**src/rtl/qu_common.sv**
```systemverilog
// Shared reservation-station types and constants for the res_st scheduler.
package qu_common;
  localparam int RS_DEPTH_DEFAULT = 32;
  localparam int RES_ST_ADDR_W    = $clog2(RS_DEPTH_DEFAULT);
  typedef logic [RES_ST_ADDR_W-1:0] res_st_addr_t;

  localparam int RS_TAG_W = 5;
  typedef logic [RS_TAG_W-1:0] rs_tag_t;
  localparam rs_tag_t RS_TAG_NONE = '0;
endpackage

```
**src/rtl/rr_prio_enc.sv**
```systemverilog
// Priority encoder that searches upward from a start index with wrap-around.
module rr_prio_enc #(
  parameter int W  = 32,
  localparam int IW = $clog2(W)
) (
  input  logic [W-1:0]  req,
  input  logic [IW-1:0] start,
  output logic          found,
  output logic [IW-1:0] idx
);
  logic [IW-1:0] cand;

  // W is a power of two, so the IW-bit add wraps modulo W for free.
  always_comb begin
    found = 1'b0;
    idx   = '0;
    cand  = '0;
    for (int i = 0; i < W; i++) begin
      cand = start + IW'(i);
      if (!found && req[cand]) begin
        found = 1'b1;
        idx   = cand;
      end
    end
  end
endmodule

```
**src/rtl/res_st_sched.sv**
```systemverilog
// Slot allocator and issue picker for res_st with CDB wakeup.
// QU_RS_SCHED_RR_EN selects round-robin issue; otherwise lowest-index wins.
module res_st_sched
  import qu_common::*;
#(
  parameter int RES_ST_DEPTH = RS_DEPTH_DEFAULT,
  parameter int TAG_W        = RS_TAG_W,
  localparam int AW = $clog2(RES_ST_DEPTH),
  localparam int OW = AW + 1
) (
  input  logic             clk,
  input  logic             rst,
  input  logic             disp_valid,
  output logic             disp_ready,
  input  logic [TAG_W-1:0] disp_qj,
  input  logic [TAG_W-1:0] disp_qk,
  output logic             rs_wr_en,
  output logic [AW-1:0]    rs_wr_addr,
  input  logic             cdb_valid,
  input  logic [TAG_W-1:0] cdb_tag,
  output logic             iss_valid,
  input  logic             iss_ready,
  output logic [AW-1:0]    iss_addr,
  output logic             rs_retire_en,
  output logic [AW-1:0]    rs_retire_addr,
  output logic [OW-1:0]    occupancy,
  output logic             full,
  output logic             empty
);
  localparam logic [TAG_W-1:0] TAG_NONE = TAG_W'(RS_TAG_NONE);

  logic [RES_ST_DEPTH-1:0]            busy_q, busy_d, ready;
  logic [RES_ST_DEPTH-1:0][TAG_W-1:0] tagj_q, tagj_d, tagk_q, tagk_d;
  logic [OW-1:0]                      occ_q, occ_d;
  logic [AW-1:0]                      alloc_idx, iss_start, iss_idx;
  logic                               alloc_found, iss_found;
  logic                               disp_fire, iss_fire, cdb_hit;

  always_comb begin
    for (int i = 0; i < RES_ST_DEPTH; i++)
      ready[i] = busy_q[i] && (tagj_q[i] == TAG_NONE) && (tagk_q[i] == TAG_NONE);
  end

`ifdef QU_RS_SCHED_RR_EN
  logic [AW-1:0] ptr_q, ptr_d;
  assign ptr_d     = iss_fire ? iss_idx + AW'(1) : ptr_q;
  assign iss_start = ptr_q;
  always_ff @(posedge clk) begin
    if (rst) ptr_q <= '0;
    else     ptr_q <= ptr_d;
  end
`else
  assign iss_start = '0;
`endif

  rr_prio_enc #(.W(RES_ST_DEPTH)) u_alloc_enc (
    .req   (~busy_q),
    .start ('0),
    .found (alloc_found),
    .idx   (alloc_idx)
  );

  rr_prio_enc #(.W(RES_ST_DEPTH)) u_iss_enc (
    .req   (ready),
    .start (iss_start),
    .found (iss_found),
    .idx   (iss_idx)
  );

  assign full       = (occ_q == OW'(RES_ST_DEPTH));
  assign empty      = (occ_q == '0);
  assign occupancy  = occ_q;
  assign disp_ready = !full && alloc_found;
  assign iss_valid  = iss_found;
  assign iss_addr   = iss_found ? iss_idx : '0;

  // Reset wins over both handshakes so nothing leaks into res_st during rst.
  assign disp_fire      = disp_valid && disp_ready && !rst;
  assign iss_fire       = iss_valid && iss_ready && !rst;
  assign rs_wr_en       = disp_fire;
  assign rs_wr_addr     = alloc_idx;
  assign rs_retire_en   = iss_fire;
  assign rs_retire_addr = iss_addr;
  assign cdb_hit        = cdb_valid && (cdb_tag != TAG_NONE);

  always_comb begin
    busy_d = busy_q;
    tagj_d = tagj_q;
    tagk_d = tagk_q;
    occ_d  = occ_q + OW'(disp_fire) - OW'(iss_fire);
    for (int i = 0; i < RES_ST_DEPTH; i++) begin
      if (cdb_hit && busy_q[i]) begin
        if (tagj_q[i] == cdb_tag) tagj_d[i] = TAG_NONE;
        if (tagk_q[i] == cdb_tag) tagk_d[i] = TAG_NONE;
      end
    end
    if (iss_fire) busy_d[iss_addr] = 1'b0;
    // Allocated slot is never busy, so it cannot collide with the issued one.
    if (disp_fire) begin
      busy_d[alloc_idx] = 1'b1;
      tagj_d[alloc_idx] = (cdb_hit && disp_qj == cdb_tag) ? TAG_NONE : disp_qj;
      tagk_d[alloc_idx] = (cdb_hit && disp_qk == cdb_tag) ? TAG_NONE : disp_qk;
    end
  end

  always_ff @(posedge clk) begin
    if (rst) begin
      busy_q <= '0;
      tagj_q <= '0;
      tagk_q <= '0;
      occ_q  <= '0;
    end else begin
      busy_q <= busy_d;
      tagj_q <= tagj_d;
      tagk_q <= tagk_d;
      occ_q  <= occ_d;
    end
  end
endmodule

```
**config.mk**
```make
export PLATFORM = sky130hd
export DESIGN_NAME = res_st_sched
export DESIGN_NICKNAME = d
export VERILOG_FILES = /design/src/rtl/qu_common.sv /design/src/rtl/rr_prio_enc.sv /design/src/rtl/res_st_sched.sv
export SDC_FILE = /design/constraint.sdc
export NUM_CORES = 1
export LEC_CHECK = 0
export ABC_AREA = 1
export BUFFER_PORTS_ARGS = -buffer_cell sky130_fd_sc_hd__buf_2
export CAP_MARGIN = 20
export CORE_AREA = 2 2 262 264
export DETAILED_ROUTE_END_ITERATION = 10
export DIE_AREA = 0 0 264 266
export GPL_ROUTABILITY_DRIVEN = 0
export SLEW_MARGIN = 5
export SYNTH_ARGS = -nofsm -noshare
export SYNTH_HDL_FRONTEND = slang
export SYNTH_SLANG_ARGS = --single-unit
```
**constraint.sdc**
```tcl
create_clock -name clk -period 5.5 [get_ports clk]
set_clock_uncertainty 0.05 [all_clocks]
set_input_delay 0.275 -clock clk [delete_from_list [all_inputs] [get_ports clk]]
set_output_delay 0.275 -clock clk [all_outputs]
set_load 0.005 [all_outputs]
```
======== After elaboration in Yosys (flattened, before gate mapping) ========
Index checks and enable logic that the tools add are counted.
word-level totals
  register bits after elaboration ......... 358
  bits of input ports ..................... 20
  output and inout bits ................... 27
  logic and storage cells ................. 710
operators by class
  add/sub/neg operators ................... 2
  magnitude comparators ................... 4
  eq/ne operators ......................... 67
  muxes and demuxes ....................... 269
  bitwise logic cells ..................... 4
  reduce and logical (&&, ||, !) cells .... 298
operator list
  cell                                                               count
  2-to-1 mux 5 bit                                                   164
  equality test 5 bit                                                66
  bitwise mux 160 bit                                                2
  zero test 5 bit                                                    64
  2-to-1 mux 160 bit                                                 2
  logical AND 1 bit                                                  168
  2-to-1 mux 1 bit                                                   68
  zero test 1 bit                                                    64
  2-to-1 mux 32 bit                                                  2
  2-to-1 mux 4 bit                                                   16
  NOT 32 bit                                                         2
  bitwise AND 32 bit                                                 1
  bitwise OR 32 bit                                                  1
  demux 5 bit (select 5 bit)                                         1
  2-to-1 mux 3 bit                                                   8
  < comparator 5 x 6 -> 1 bit, second input constant                 2
  demux 1 bit (select 5 bit)                                         2
  greater-or-equal comparator 5 x 1 -> 1 bit, second input constant  2
  2-to-1 mux 2 bit                                                   4
  adder 6 x 1 -> 6 bit                                               1
  equality test 6 bit, second input constant                         1
  zero test 6 bit                                                    1
  subtractor 6 x 1 -> 6 bit                                          1
  nonzero test 5 bit                                                 1

======== Longest topological paths before layout ========
  word-level depth ........................ 107
  mapped depth ............................ 35
  gate-level depth less buffers ........... 35

======== Cells and area by module ========
Synthesis repeated with hierarchy kept, for this count alone.
unflattened totals
  cell total of the unflattened synthesis .. 5,470
  area, all modules ....................... 30,254.0 um^2
by module, submodules not included
  module        times used  cells an instance  area each (um^2)  sequential area each (um^2)
  res_st_sched  1           3,838              22,138.7          7,166.9
  rr_prio_enc   2           816                4,057.6           0.0

======== Least setup slack after synthesis ========
Ideal clock, no wire load.
  path kind ............................... register to register
  from .................................... register tagj_q[7] (netlist name)
  to ...................................... register occ_q[4] (netlist: occupancy[4])
  library setup time ...................... 70 ps
  arrival ................................. 4,513 ps
  required time ........................... 5,380 ps
  path slack .............................. 867 ps
  stages on the path, launching flop included .. 34
  path buffers ............................ 0
  period minus slack after synthesis ...... 4,633 ps
  cell sequence ........................... dfxtp_1 > nor2_1 > and2_1 > nand3_1 > nand2_1 > nor2_1 > nand4_1 > nor2_1 > nand4_1 > nor2_1 > nand4_1 > nor2_1 > nand4_1 > nor2_1 > nand4_1 > nor2_1 > nand4_1 > nor2_1 > nand3_1 > inv_1 > nand2_1 > nand3_1 > inv_2 > ha_1 > inv_1 > ha_1 > fa_1 > nand2_1 > inv_1 > nor2_1 > nor2_1 > nor2_1 > o21ai_0 > a21oi_1
between the ends
  cells in the longest elaborated chain, start to end .. 98
ends and longest elaborated chain
  item                              line                 source
  from (decl)                       res_st_sched.sv:33   logic [RES_ST_DEPTH-1:0][TAG_W-1:0] tagj_q, tagj_d, tagk_q, tagk_d;
  from (signal assigned)            res_st_sched.sv:114  tagj_q <= tagj_d;
  zero test 5 bit *                 res_st_sched.sv:41   ready[i] = busy_q[i] && (tagj_q[i] == TAG_NONE) && (tagk_q[i] == TAG_NONE);
  logical AND 1 bit * (2 in a row)  res_st_sched.sv:41
  logical AND 1 bit *               rr_prio_enc.sv:20    if (!found && req[cand]) begin
  2-to-1 mux 1 bit *                rr_prio_enc.sv:20
  zero test 1 bit                   rr_prio_enc.sv:20
  logical AND 1 bit                 rr_prio_enc.sv:20
  2-to-1 mux 1 bit *                rr_prio_enc.sv:20
  zero test 1 bit                   rr_prio_enc.sv:20
  [82 not listed]                   -
  2-to-1 mux 1 bit *                rr_prio_enc.sv:20
  zero test 1 bit                   rr_prio_enc.sv:20
  logical AND 1 bit                 rr_prio_enc.sv:20
  2-to-1 mux 1 bit *                rr_prio_enc.sv:20
  net iss_valid                     res_st_sched.sv:21   output logic iss_valid,
  logical AND 1 bit * (2 in a row)  res_st_sched.sv:79   assign iss_fire = iss_valid && iss_ready && !rst;
  net rs_retire_en                  res_st_sched.sv:24   output logic rs_retire_en,
  subtractor 6 x 1 -> 6 bit *       res_st_sched.sv:90   occ_d = occ_q + OW'(disp_fire) - OW'(iss_fire);
  to (signal assigned)              res_st_sched.sv:111  occ_q <= '0;
  to (signal assigned)              res_st_sched.sv:116  occ_q <= occ_d;
  to (decl)                         res_st_sched.sv:34   logic [OW-1:0] occ_q, occ_d;
Mark *: on every way through the listed nets, which the timed path passes. The rest lies on a longest branch.
A chain may end at the register's enable or synchronous reset.

======== Worst setup path after layout ========
  from .................................... register tagk_q[1] (netlist name)
  to ...................................... register occ_q[4] (netlist: occupancy[4])
between the ends
  cells in the longest elaborated chain, start to end .. 99
ends and longest elaborated chain
  item                              line                 source
  from (decl)                       res_st_sched.sv:33
  from (signal assigned)            res_st_sched.sv:115  tagk_q <= tagk_d;
  zero test 5 bit *                 res_st_sched.sv:41
  logical AND 1 bit *               res_st_sched.sv:41
  2-to-1 mux 1 bit *                rr_prio_enc.sv:20
  zero test 1 bit                   rr_prio_enc.sv:20
  logical AND 1 bit                 rr_prio_enc.sv:20
  2-to-1 mux 1 bit *                rr_prio_enc.sv:20
  zero test 1 bit                   rr_prio_enc.sv:20
  logical AND 1 bit                 rr_prio_enc.sv:20
  [82 not listed]                   -
  zero test 1 bit                   rr_prio_enc.sv:20
  logical AND 1 bit                 rr_prio_enc.sv:20
  2-to-1 mux 1 bit *                rr_prio_enc.sv:20
  zero test 1 bit                   rr_prio_enc.sv:20
  logical AND 1 bit                 rr_prio_enc.sv:20
  2-to-1 mux 1 bit *                rr_prio_enc.sv:20
  logical AND 1 bit * (2 in a row)  res_st_sched.sv:79
  subtractor 6 x 1 -> 6 bit *       res_st_sched.sv:90
Mark *: on every way between the ends. The rest lies on a longest branch, timed or not.

==> impl_metrics.xml <==
<?xml version="1.0" encoding="UTF-8"?>
<metrics>
  <group name="sta">
    <metric name="tightestPinTransition" unit="ps">1160</metric>
    <metric name="layout_setup_ws" unit="ps">311</metric>
    <metric name="rsz0062_at_grt" unit="">yes</metric>
    <metric name="final_hold_viol_count" unit="">0</metric>
    <metric name="max_freq" unit="MHz">193</metric>
    <metric name="fin_crit_sh" unit="%">94.3</metric>
    <metric name="slew_headroom" unit="%">22.7</metric>
    <metric name="setup-violations-final" unit="">0</metric>
    <metric name="post-route-min-period" unit="ps">5190</metric>
    <metric name="final_max_slew_viol_count" unit="">0</metric>
  </group>
  <group name="clock_tree">
    <metric name="tritoncts_num_sinks" unit="">358</metric>
    <metric name="clock_pin_slew_worst_setup_and_hold_paths" unit="ps">60</metric>
    <metric name="max-clock-path-buffers" unit="">3</metric>
    <metric name="cts.root.buffer_cell" unit="">sky130_fd_sc_hd__clkbuf_16</metric>
    <metric name="cts_hold_repair.buffers" unit="">0</metric>
    <metric name="clock_tree.htree_level_count" unit="">2</metric>
    <metric name="clock_latency" unit="ps">600</metric>
    <metric name="tritoncts" unit="">done</metric>
    <metric name="cts-buffers-inserted" unit="">45</metric>
  </group>
  <group name="floorplanning">
    <metric name="initial_core_util" unit="%">34.5</metric>
    <metric name="die-height" unit="um">266</metric>
    <metric name="floorplan.core_area" unit="sq um">67700</metric>
    <metric name="fp-row-count" unit="">96</metric>
    <metric name="die_area" unit="sq um">70200</metric>
    <metric name="die_width" unit="um">264</metric>
    <metric name="io_pins" unit="">47</metric>
  </group>
  <group name="yosys">
    <metric name="ys_seq_elements" unit="">358</metric>
    <metric name="synth_cell_type_count" unit="">51</metric>
    <metric name="synthesis.instances" unit="">3804</metric>
    <metric name="post_synth_instance_area" unit="sq um">23400</metric>
    <metric name="share_of_the_yosys_chip_area_belonging_to_registers" unit="%">30.6</metric>
    <metric name="synth.top_cells.by_count" unit="">sky130_fd_sc_hd__nand2_1 (985), sky130_fd_sc_hd__inv_1 (504), sky130_fd_sc_hd__nor2_1 (454)</metric>
    <metric name="yosysTopAreaCell" unit="">sky130_fd_sc_hd__dfxtp_1</metric>
    <metric name="synth_enable_flop_cells" unit="">0</metric>
    <metric name="netlist_top_cells_area" unit="">sky130_fd_sc_hd__dfxtp_1 (31%), sky130_fd_sc_hd__nand2_1 (16%), sky130_fd_sc_hd__inv_1 (8.1%)</metric>
    <metric name="synthesis.area_per_instance" unit="sq um">6.15</metric>
    <metric name="ys_dominant_reg_cell" unit="">sky130_fd_sc_hd__dfxtp_1</metric>
    <metric name="mappedNetlistNets" unit="">3834</metric>
    <metric name="synth_most_common_cell" unit="">sky130_fd_sc_hd__nand2_1</metric>
    <metric name="synth_largest_type_area_fraction" unit="%">30.6</metric>
    <metric name="yosys_warnings" unit="">0</metric>
    <metric name="synth-async-reset-ratio" unit="%">0</metric>
  </group>
  <group name="finish">
    <metric name="nFillCells" unit="">7376</metric>
    <metric name="multi_input_logic_area" unit="sq um">13500</metric>
    <metric name="drive_gt1_share" unit="%">5.96</metric>
    <metric name="antenna_cells_inserted" unit="">0</metric>
    <metric name="synthToLayoutAreaGrowth" unit="%">10.4</metric>
    <metric name="nNetsFinal" unit="">3769</metric>
    <metric name="design_area" unit="sq um">25800</metric>
    <metric name="final-seq-area" unit="sq um">7170</metric>
  </group>
  <group name="global_routing">
    <metric name="gr-usage-all-layers" unit="%">21.6</metric>
    <metric name="grt_pass1_wl" unit="um">121000</metric>
    <metric name="grt_pass1_vias" unit="">20800</metric>
    <metric name="grt_antenna_before_repair" unit="">3</metric>
    <metric name="overflow" unit="">0</metric>
    <metric name="grt_start_max_net_pins" unit="">127</metric>
  </group>
  <group name="place">
    <metric name="placement.cell_area" unit="sq um">24200</metric>
    <metric name="place_worst_setup_slack" unit="ps">142</metric>
    <metric name="dp_hpwl" unit="um">47800</metric>
    <metric name="buffer_ports.inserted" unit="">46</metric>
  </group>
  <group name="drt">
    <metric name="wl_per_cell" unit="um">16.6</metric>
    <metric name="number_of_nets_still_failing_antenna_checks_after_routing" unit="">0</metric>
    <metric name="avgViaCountPerCell" unit="">4.99</metric>
    <metric name="violation_count_after_the_first_detailed_routing_iteration" unit="">2021</metric>
    <metric name="dr_total_vias" unit="">23200</metric>
    <metric name="drcViolationCount" unit="">0</metric>
    <metric name="drt-pass1-iter-count" unit="">6</metric>
    <metric name="routed_wirelength" unit="um">77500</metric>
  </group>
  <group name="critical_path">
    <metric name="critical_path_arrival" unit="ps">5670</metric>
    <metric name="path_class" unit="">flip-flop to flip-flop</metric>
    <metric name="setup.worst_path.start_class" unit="">flip-flop</metric>
    <metric name="critical_path.most_common_cell" unit="">sky130_fd_sc_hd__nand4_1</metric>
    <metric name="critPathSlowestCell" unit="">sky130_fd_sc_hd__fa_1</metric>
    <metric name="cpPeakStageDelay" unit="ps">420</metric>
    <metric name="timing.critical_path.to_type" unit="">flip-flop</metric>
    <metric name="crit_path_max_fanout" unit="">9</metric>
    <metric name="timing.critical_path.required" unit="ps">5980</metric>
    <metric name="reg2reg_slack" unit="ps">310</metric>
  </group>
  <group name="power">
    <metric name="power.ir.vdd_worst" unit="V">0.000252</metric>
    <metric name="leakagePower" unit="nW">11.0</metric>
    <metric name="power" unit="mW">6.52</metric>
    <metric name="p_per_area" unit="nW/um^2">252</metric>
  </group>
  <group name="min_path">
    <metric name="hold_path.class" unit="">input port to flip-flop</metric>
  </group>
  <group name="run_status">
    <metric name="result_of_the_run" unit="">finished clean</metric>
  </group>
  <group name="job">
    <metric name="maxCapViolations" unit="">0</metric>
  </group>
</metrics>
-- timing repair --
| action | CTS | global route |
|---|---|---|
| resized for setup | 0 | 21 |
| endpoints found under the setup margin | 0 | 116 |
| buffers inserted | 0 | 5 |
-- stage by stage --
step	setup TNS [ps]	cells	util (%)	hold WS, ps
CTS	0	4651	37.9	134
floorplan	0	3804	-	414
detailed placement	0	4570	35.8	453
finish	0	4655	38.1	161
global placement	0	4569	35.8	449
global route	-396	4655	38.1	166
-- cells by family (layout without fill, tap and decap cells) --
logic type               after synthesis  count (layout)  synth area share (%)
XOR/XNOR                             287             287                  10.7
adder cells (fa/ha/maj)               10              10                 0.567
buffers and inverters                725             694                  12.1
AND/OR/NAND/NOR                     1897            1897                  34.2
flip-flops                           358             358                  30.6
AO/OA/AOI/OAI                        527             527                  11.8
-- per-layer routing --
layer	wire length [um]	GRT usage, %	vias up
met2	33500	33.8	743
met5	0	0	-
met4	2380	7.37	0
met1	36300	30.7	10500
li1	-	-	11800
met3	5280	2.50	135
-- critical path, delay by kind of cell, from the launching register on --
| kind | cells | cell delay [ps] |
|---|---|---|
| and+or+nand+nor | 24 | 3220 |
| DFF | 1 | 370 |
| buffers and inverters | 5 | 380 |
| AOI/OAI and AO/OA | 2 | 230 |
| adders and majority gates | 3 | 920 |
-- final cells by class --
| type | instances | share of cell area (%) |
|---|---|---|
| multi-input combinational | 2721 | 52.2 |
| tap | 882 | 4.28 |
| inverter | 513 | 7.50 |
| clock buffer | 67 | 5.19 |
| timing repair buffer | 100 | 2.56 |
| clock inverter | 14 | 0.485 |
| sequential | 358 | 27.8 |
-- path summary, 6_finish.rpt --
kind / from / end / cells past startpoint
worst max-delay path: tagk_q[1] / occupancy[4] / 34
worst min-delay path: rst / busy_q[6] / 2
worst max register to register: tagk_q[1] / occupancy[4] / 34
worst min register to register: tagj_q[31] / tagj_q[31] / 2
-- flip-flops by register name, summed over array words and instances (netlist names) --
register	count
busy_q	32
occupancy	6
tagj_q	160
tagk_q	160
-- where the power goes --
group / switching (mW) / internal (mW)
Combinational: 0.629 / 0.261
Sequential: 0.0273 / 2.62
Clock: 1.24 / 1.73
Total: 1.90 / 4.62
-- layout by cell type (no fill, tap or decap), types with 3 or more instances in the layout --
cell	n
sky130_fd_sc_hd__inv_2	4
sky130_fd_sc_hd__dfxtp_1	358
sky130_fd_sc_hd__clkbuf_1	9
sky130_fd_sc_hd__o21ai_0	210
sky130_fd_sc_hd__nand3_1	146
sky130_fd_sc_hd__o41ai_1	6
sky130_fd_sc_hd__a22oi_1	4
sky130_fd_sc_hd__o21ai_1	126
sky130_fd_sc_hd__nor2_2	10
sky130_fd_sc_hd__nor2_1	448
sky130_fd_sc_hd__buf_2	40
sky130_fd_sc_hd__ha_1	9
sky130_fd_sc_hd__xor2_1	139
sky130_fd_sc_hd__nand4_1	72
sky130_fd_sc_hd__nor2_4	3
sky130_fd_sc_hd__clkbuf_8	13
sky130_fd_sc_hd__or2_2	11
sky130_fd_sc_hd__a2111oi_0	3
sky130_fd_sc_hd__clkbuf_16	45
sky130_fd_sc_hd__buf_4	57
sky130_fd_sc_hd__nor3b_1	3
sky130_fd_sc_hd__clkinv_2	11
sky130_fd_sc_hd__buf_6	3
sky130_fd_sc_hd__a211oi_1	3
sky130_fd_sc_hd__inv_6	3
sky130_fd_sc_hd__nand3_2	14
sky130_fd_sc_hd__nand2_1	985
sky130_fd_sc_hd__xnor2_1	148
sky130_fd_sc_hd__and3_1	5
sky130_fd_sc_hd__nand3b_1	3
sky130_fd_sc_hd__nor3_1	115
sky130_fd_sc_hd__o31ai_1	9
sky130_fd_sc_hd__nor4_1	71
sky130_fd_sc_hd__and2_1	3
sky130_fd_sc_hd__inv_1	504
sky130_fd_sc_hd__a21oi_1	152
Power figures use the tool's default switching activity.
